==> config.mk <==
export PLATFORM = sky130hd
export DESIGN_NAME = pixel_write_sink
export DESIGN_NICKNAME = d
export VERILOG_FILES = /design/src/rtl/vga_pkg.sv /design/src/rtl/pixel_fifo.sv /design/src/rtl/pixel_write_sink.sv
export SDC_FILE = /design/constraint.sdc
export NUM_CORES = 1
export LEC_CHECK = 0
export CAP_MARGIN = 5
export CORE_UTILIZATION = 65
export CTS_BUF_LIST = sky130_fd_sc_hd__clkbuf_8
export CTS_CLUSTER_DIAMETER = 60
export DETAILED_ROUTE_END_ITERATION = 10
export DONT_BUFFER_PORTS = 1
export GPL_TIMING_DRIVEN = 0
export PLACE_DENSITY = 0.81
export SLEW_MARGIN = 30
export SYNTH_ARGS = -nofsm -noshare
export SYNTH_HDL_FRONTEND = slang
export SYNTH_SLANG_ARGS = --single-unit
==> constraint.sdc <==
create_clock -name clk -period 8.7 [get_ports clk]
set_clock_uncertainty 0.2 [all_clocks]
set_input_delay 2.175 -clock clk [delete_from_list [all_inputs] [get_ports clk]]
set_output_delay 2.175 -clock clk [all_outputs]
set_load 0.02 [all_outputs]
==> src/rtl/vga_pkg.sv <==
// Shared display geometry and pixel types for the pixel-plot path.
package vga_pkg;

  localparam int H_RES  = 640;
  localparam int V_RES  = 480;
  localparam int ADDR_W = 19;

  typedef logic [10:0] coord_t;

  typedef struct packed {
    coord_t x;
    coord_t y;
    logic   color;
  } pixel_t;

endpackage

==> src/rtl/pixel_fifo.sv <==
// Small synchronous FIFO with a pointer/count scheme. DEPTH must be a power of
// two so the pointers wrap for free. Read data is presented combinationally
// from the head entry.
module pixel_fifo #(
  parameter int  DEPTH = 8,
  parameter type T     = logic [7:0]
) (
  input  logic                     clk,
  input  logic                     reset,
  input  logic                     push_i,
  input  T                         wdata_i,
  input  logic                     pop_i,
  output T                         rdata_o,
  output logic                     full_o,
  output logic                     empty_o,
  output logic [$clog2(DEPTH):0]   count_o
);

  localparam int PW = $clog2(DEPTH);
  localparam int CW = PW + 1;

  T                mem_q [DEPTH];
  logic [PW-1:0]   wr_ptr_q, wr_ptr_d;
  logic [PW-1:0]   rd_ptr_q, rd_ptr_d;
  logic [CW-1:0]   count_q,  count_d;
  logic            do_push, do_pop;

  assign full_o  = (count_q == CW'(DEPTH));
  assign empty_o = (count_q == '0);
  assign count_o = count_q;
  assign rdata_o = mem_q[rd_ptr_q];

  // Guard the requests so an overflow/underflow can never corrupt state.
  assign do_push = push_i && !full_o;
  assign do_pop  = pop_i  && !empty_o;

  // Next-state for pointers and occupancy.
  always_comb begin
    wr_ptr_d = wr_ptr_q;
    rd_ptr_d = rd_ptr_q;
    count_d  = count_q;
    if (do_push) wr_ptr_d = wr_ptr_q + PW'(1);
    if (do_pop)  rd_ptr_d = rd_ptr_q + PW'(1);
    case ({do_push, do_pop})
      2'b10:   count_d = count_q + CW'(1);
      2'b01:   count_d = count_q - CW'(1);
      default: count_d = count_q;
    endcase
  end

  // Control state; reset empties the FIFO and discards everything buffered.
  always_ff @(posedge clk or negedge reset) begin
    if (!reset) begin
      wr_ptr_q <= '0;
      rd_ptr_q <= '0;
      count_q  <= '0;
    end else begin
      wr_ptr_q <= wr_ptr_d;
      rd_ptr_q <= rd_ptr_d;
      count_q  <= count_d;
    end
  end

  // Storage array; contents are meaningless until written, so no reset.
  always_ff @(posedge clk) begin
    if (do_push) mem_q[wr_ptr_q] <= wdata_i;
  end

endmodule

==> src/rtl/pixel_write_sink.sv <==
// Receiving end of the pixel-plot interface: accepts pixels, drops off-screen
// ones (counting them), buffers the rest and issues one framebuffer write per
// pixel whenever the framebuffer port is not stalled by scan-out.
module pixel_write_sink
  import vga_pkg::*;
#(
  parameter int H_RES  = vga_pkg::H_RES,
  parameter int V_RES  = vga_pkg::V_RES,
  parameter int DEPTH  = 8,
  parameter int ADDR_W = vga_pkg::ADDR_W,
  parameter int CNT_W  = 16
) (
  input  logic              clk,
  input  logic              reset,
  input  logic              in_valid,
  output logic              in_ready,
  input  logic [10:0]       in_x,
  input  logic [10:0]       in_y,
  input  logic              in_color,
  input  logic              fb_stall,
  output logic              fb_we,
  output logic [ADDR_W-1:0] fb_addr,
  output logic              fb_wdata,
  input  logic              clr_count,
  output logic [CNT_W-1:0]  clipped_count,
  output logic              idle
);

  pixel_t                  in_pix;
  pixel_t                  head_pix;
  logic                    fifo_full, fifo_empty;
  logic [$clog2(DEPTH):0]  fifo_count;
  logic                    xfer, off_screen, push, clip, pop;

  logic                    fb_we_q,    fb_we_d;
  logic [ADDR_W-1:0]       fb_addr_q,  fb_addr_d;
  logic                    fb_wdata_q, fb_wdata_d;
  logic [CNT_W-1:0]        clip_cnt_q, clip_cnt_d;

  assign in_pix     = '{x: in_x, y: in_y, color: in_color};
  // Ready depends only on fullness; a same-cycle pop does not open a slot.
  assign in_ready   = !fifo_full;
  assign xfer       = in_valid && in_ready;
  assign off_screen = (32'(in_x) >= H_RES) || (32'(in_y) >= V_RES);
  assign push       = xfer && !off_screen;
  assign clip       = xfer &&  off_screen;
  assign pop        = !fifo_empty && !fb_stall;

  pixel_fifo #(
    .DEPTH (DEPTH),
    .T     (pixel_t)
  ) u_fifo (
    .clk     (clk),
    .reset   (reset),
    .push_i  (push),
    .wdata_i (in_pix),
    .pop_i   (pop),
    .rdata_o (head_pix),
    .full_o  (fifo_full),
    .empty_o (fifo_empty),
    .count_o (fifo_count)
  );

  // Write-port next state and saturating clip counter (clear beats increment).
  always_comb begin
    fb_we_d    = pop;
    fb_addr_d  = fb_addr_q;
    fb_wdata_d = fb_wdata_q;
    if (pop) begin
      fb_addr_d  = ADDR_W'(32'(head_pix.y) * 32'(H_RES) + 32'(head_pix.x));
      fb_wdata_d = head_pix.color;
    end
    clip_cnt_d = clip_cnt_q;
    if (clr_count)
      clip_cnt_d = '0;
    else if (clip && (clip_cnt_q != '1))
      clip_cnt_d = clip_cnt_q + CNT_W'(1);
  end

  // Registered framebuffer write port and counter.
  always_ff @(posedge clk or negedge reset) begin
    if (!reset) begin
      fb_we_q    <= 1'b0;
      fb_addr_q  <= '0;
      fb_wdata_q <= 1'b0;
      clip_cnt_q <= '0;
    end else begin
      fb_we_q    <= fb_we_d;
      fb_addr_q  <= fb_addr_d;
      fb_wdata_q <= fb_wdata_d;
      clip_cnt_q <= clip_cnt_d;
    end
  end

  assign fb_we         = fb_we_q;
  assign fb_addr       = fb_addr_q;
  assign fb_wdata      = fb_wdata_q;
  assign clipped_count = clip_cnt_q;
  assign idle          = (fifo_count == '0) && !fb_we_q;

endmodule
==> results.ini <==
[worst_setup_path]
slowest_stage = clkbuf_1
rr_worst_depth = 15
rr_endpoint = fb_addr[17]
path_max_fanout = 10
required_ns = 8.88
start_kind = flop
max_stage_delay_ns = 0.68
timing.rr.start = u_fifo.rd_ptr_q[1]
critPathCaptureType = flop
rrSetupSlack_ns = 3.62
crit_arrival_ns = 5.26
crit_path_cell_trace = clkbuf_1 -> clkbuf_1 -> mux4_2 -> mux2i_1 -> inv_1 -> ha_1 -> ha_1 -> fa_1 -> a211oi_1 -> o21bai_1 -> a21oi_1 -> xor2_1 -> nor3b_1 -> xnor2_1 -> o21ai_0
path_class = flop to flop

[synthesis]
syn_nets = 625
ys_async_sr_fraction = 0.203
yosys-top-cells-area = edfxtp_1, dfrtp_1, mux4_2, ha_1, nand2_1
synth_top_cell_by_area = edfxtp_1
netlist_area_um2 = 9720
synth_common_cells = edfxtp_1, dfrtp_1, mux4_2
yosysMostFrequentCell = edfxtp_1
synth-edff-count = 184
ys_ff_latch = 231
seq_area_frac_synth = 0.689
avgSynthCellArea_um2 = 17.1
syn_inst = 567
yosys.area.top_type_share = 0.568
yosys_warnings = 0
synth_cell_types = 46
synth_ff_type = edfxtp_1

[finish]
seqCellArea_um2 = 6700
fill_cells = 841
finish.instance_area_um2 = 10900
n_antenna_cell = 0
nets = 678
drive_gt1_frac = 0.207
syn_to_final_growth_pct = 12.5
multiInputGateArea_um2 = 2940

[outcome]
status = complete, no violations

[routing]
drt-initial-drc-count = 510
routedWlPerCell_um = 23.3
vias = 5238
ant_nets = 0
routed_wl_um = 19400
vias_per_cell = 6.30
post-route-drc-count = 0
drt_first_pass_iters = 5

[clocking]
clock_latency_ns = 0.51
cts.hold.buffers_added = 0
cts_buffers = 37
cts_tree = done
cts_setup_buffers = 0
cts_resized = 0
cts_num_sinks = 231
htree_levels = 2
clkTransAtPathRegs_ns = 0.06
clk_path_buf_depth = 3
cts-root-buf = clkbuf_8

[worst_hold_path]
hold_depth = 1
hp-start = u_fifo.count_o[3]
hp-class = flop to flop
min_to = u_fifo.count_o[3]

[global_route]
grt_remaining_overflow = 0
grt_max_degree = 48
grt_pass1_vias = 5647
track_usage = 0.263
grt_antenna_before_repair = 0
grt_first_pass_wirelength_um = 30200

[die]
start_util = 0.666
fp.coreArea_um2 = 14600
die_h_um = 124
num_io_pins = 67
chipWidth_um = 124
die_area_um2 = 15400
placementRows = 44

[placed_design]
placed_cell_area_um2 = 10200
gp_congestion = 0.833
io_buffers = 0
dp_hpwl_um = 13200

[sta]
grt_setup_unrepaired = no
layout_worst_path_cycle_share = 0.584
setup_viol = 0
worst_hold_slack_ns = 0.287
report.final.slew_viol_count = 0
fin_setup_tns_ns = 0
hold_viol_final = 0
finalCriticalPeriod_ns = 5.08
fmax_mhz = 197
slew_headroom = 0.384
worst_slew_pin_slew_ns = 0.924

[pwr]
p_leak_nw = 3.95
cellPowerDensity_nw_per_um2 = 370
ir_drop_mv = 0.247

[run]
drv_cap = 0

sequential cells by signal, summed over array words and instances (netlist names):
register and count:
u_fifo.mem_q 184, fb_addr 19, clipped_count 16, u_fifo.count_o 4, u_fifo.rd_ptr_q 3, u_fifo.wr_ptr_q 3
fb_wdata 1, fb_we 1
cells in the final DEF (no fill, tap or decap), types with 8 or more instances in the layout:
master / Yosys / final
dfrtp_1: 47 / 47
clkbuf_8: 0 / 40
buf_4: 0 / 8
mux2_2: 13 / 13
o21ai_0: 27 / 27
edfxtp_1: 184 / 184
inv_1: 12 / 26
nand4_1: 10 / 10
mux2i_1: 12 / 12
mux4_2: 45 / 45
xnor2_1: 17 / 17
nor2_1: 25 / 19
a21oi_1: 12 / 12
ha_1: 27 / 27
clkbuf_1: 12 / 12
xor2_1: 17 / 17
nand2_1: 44 / 44
layout make-up:
class | count | area share
buffer | 21 | 0.00846
multi-input combinational | 303 | 0.268
clock inverter | 26 | 0.0145
inverter | 12 | 0.00412
clock buffer | 40 | 0.0503
timing repair buffer | 14 | 0.0206
sequential | 231 | 0.612
tap | 184 | 0.0210
cell families after synthesis:
kind of cell | synth area share
simple gates | 0.0542
mux | 0.136
flops | 0.689
compound gates | 0.0324
buf+inv | 0.0142
fa+ha+maj | 0.0409
xor+xnor | 0.0331
worst max path at each step:
stage	from	endpoint	slack, ns	depth (start not counted)
3_3_place_gp	in_x[7]	u_fifo.mem_q[0][18]	1.76	4
6_report	u_fifo.rd_ptr_q[1]	fb_addr[17]	3.62	15
5_1_grt	u_fifo.rd_ptr_q[1]	fb_addr[17]	3.25	15
3_5_place_dp	u_fifo.rd_ptr_q[1]	fb_addr[17]	3.64	15
4_1_cts	u_fifo.rd_ptr_q[1]	fb_addr[17]	3.59	15
2_1_floorplan	in_x[10]	u_fifo.mem_q[0][0]	3.62	4
through the flow:
stage	setup WS (ns)	power, mW	cells	util
3_3_place_gp	1.76	3.09	751	0.682
2_1_floorplan	3.62	2.79	567	-
4_1_cts	3.59	4.06	831	0.750
6_report	3.62	4.04	831	0.750
3_5_place_dp	3.64	3.16	765	0.701
5_1_grt	3.25	4.30	831	0.750
critical path, delay by kind of cell (launching register included):
family / cells / cell delay (ns)
buffers and inverters: 3 / 1.29
adder cells (fa/ha/maj): 3 / 0.96
AO/OA/AOI/OAI: 4 / 0.81
multiplexers: 2 / 0.70
flip-flops: 1 / 0.38
XOR/XNOR: 2 / 0.30
AND/OR/NAND/NOR: 1 / 0.29
where the power goes:
group          internal (mW)  total, mW  leakage [nW]  switching [mW]
Combinational          0.812       1.73          1.29           0.923
Clock                  0.484      0.888         0.416           0.405
Sequential              1.29       1.42          2.25           0.135
layer usage:
metal	vias to the layer above	track usage	wire (µm)
li1	2309	-	-
met1	2677	0.336	7710
met2	205	0.438	9640
met3	47	0.0610	1450
met4	0	0.108	563
met5	-	0	0
(Power assumes the default switching activity.)
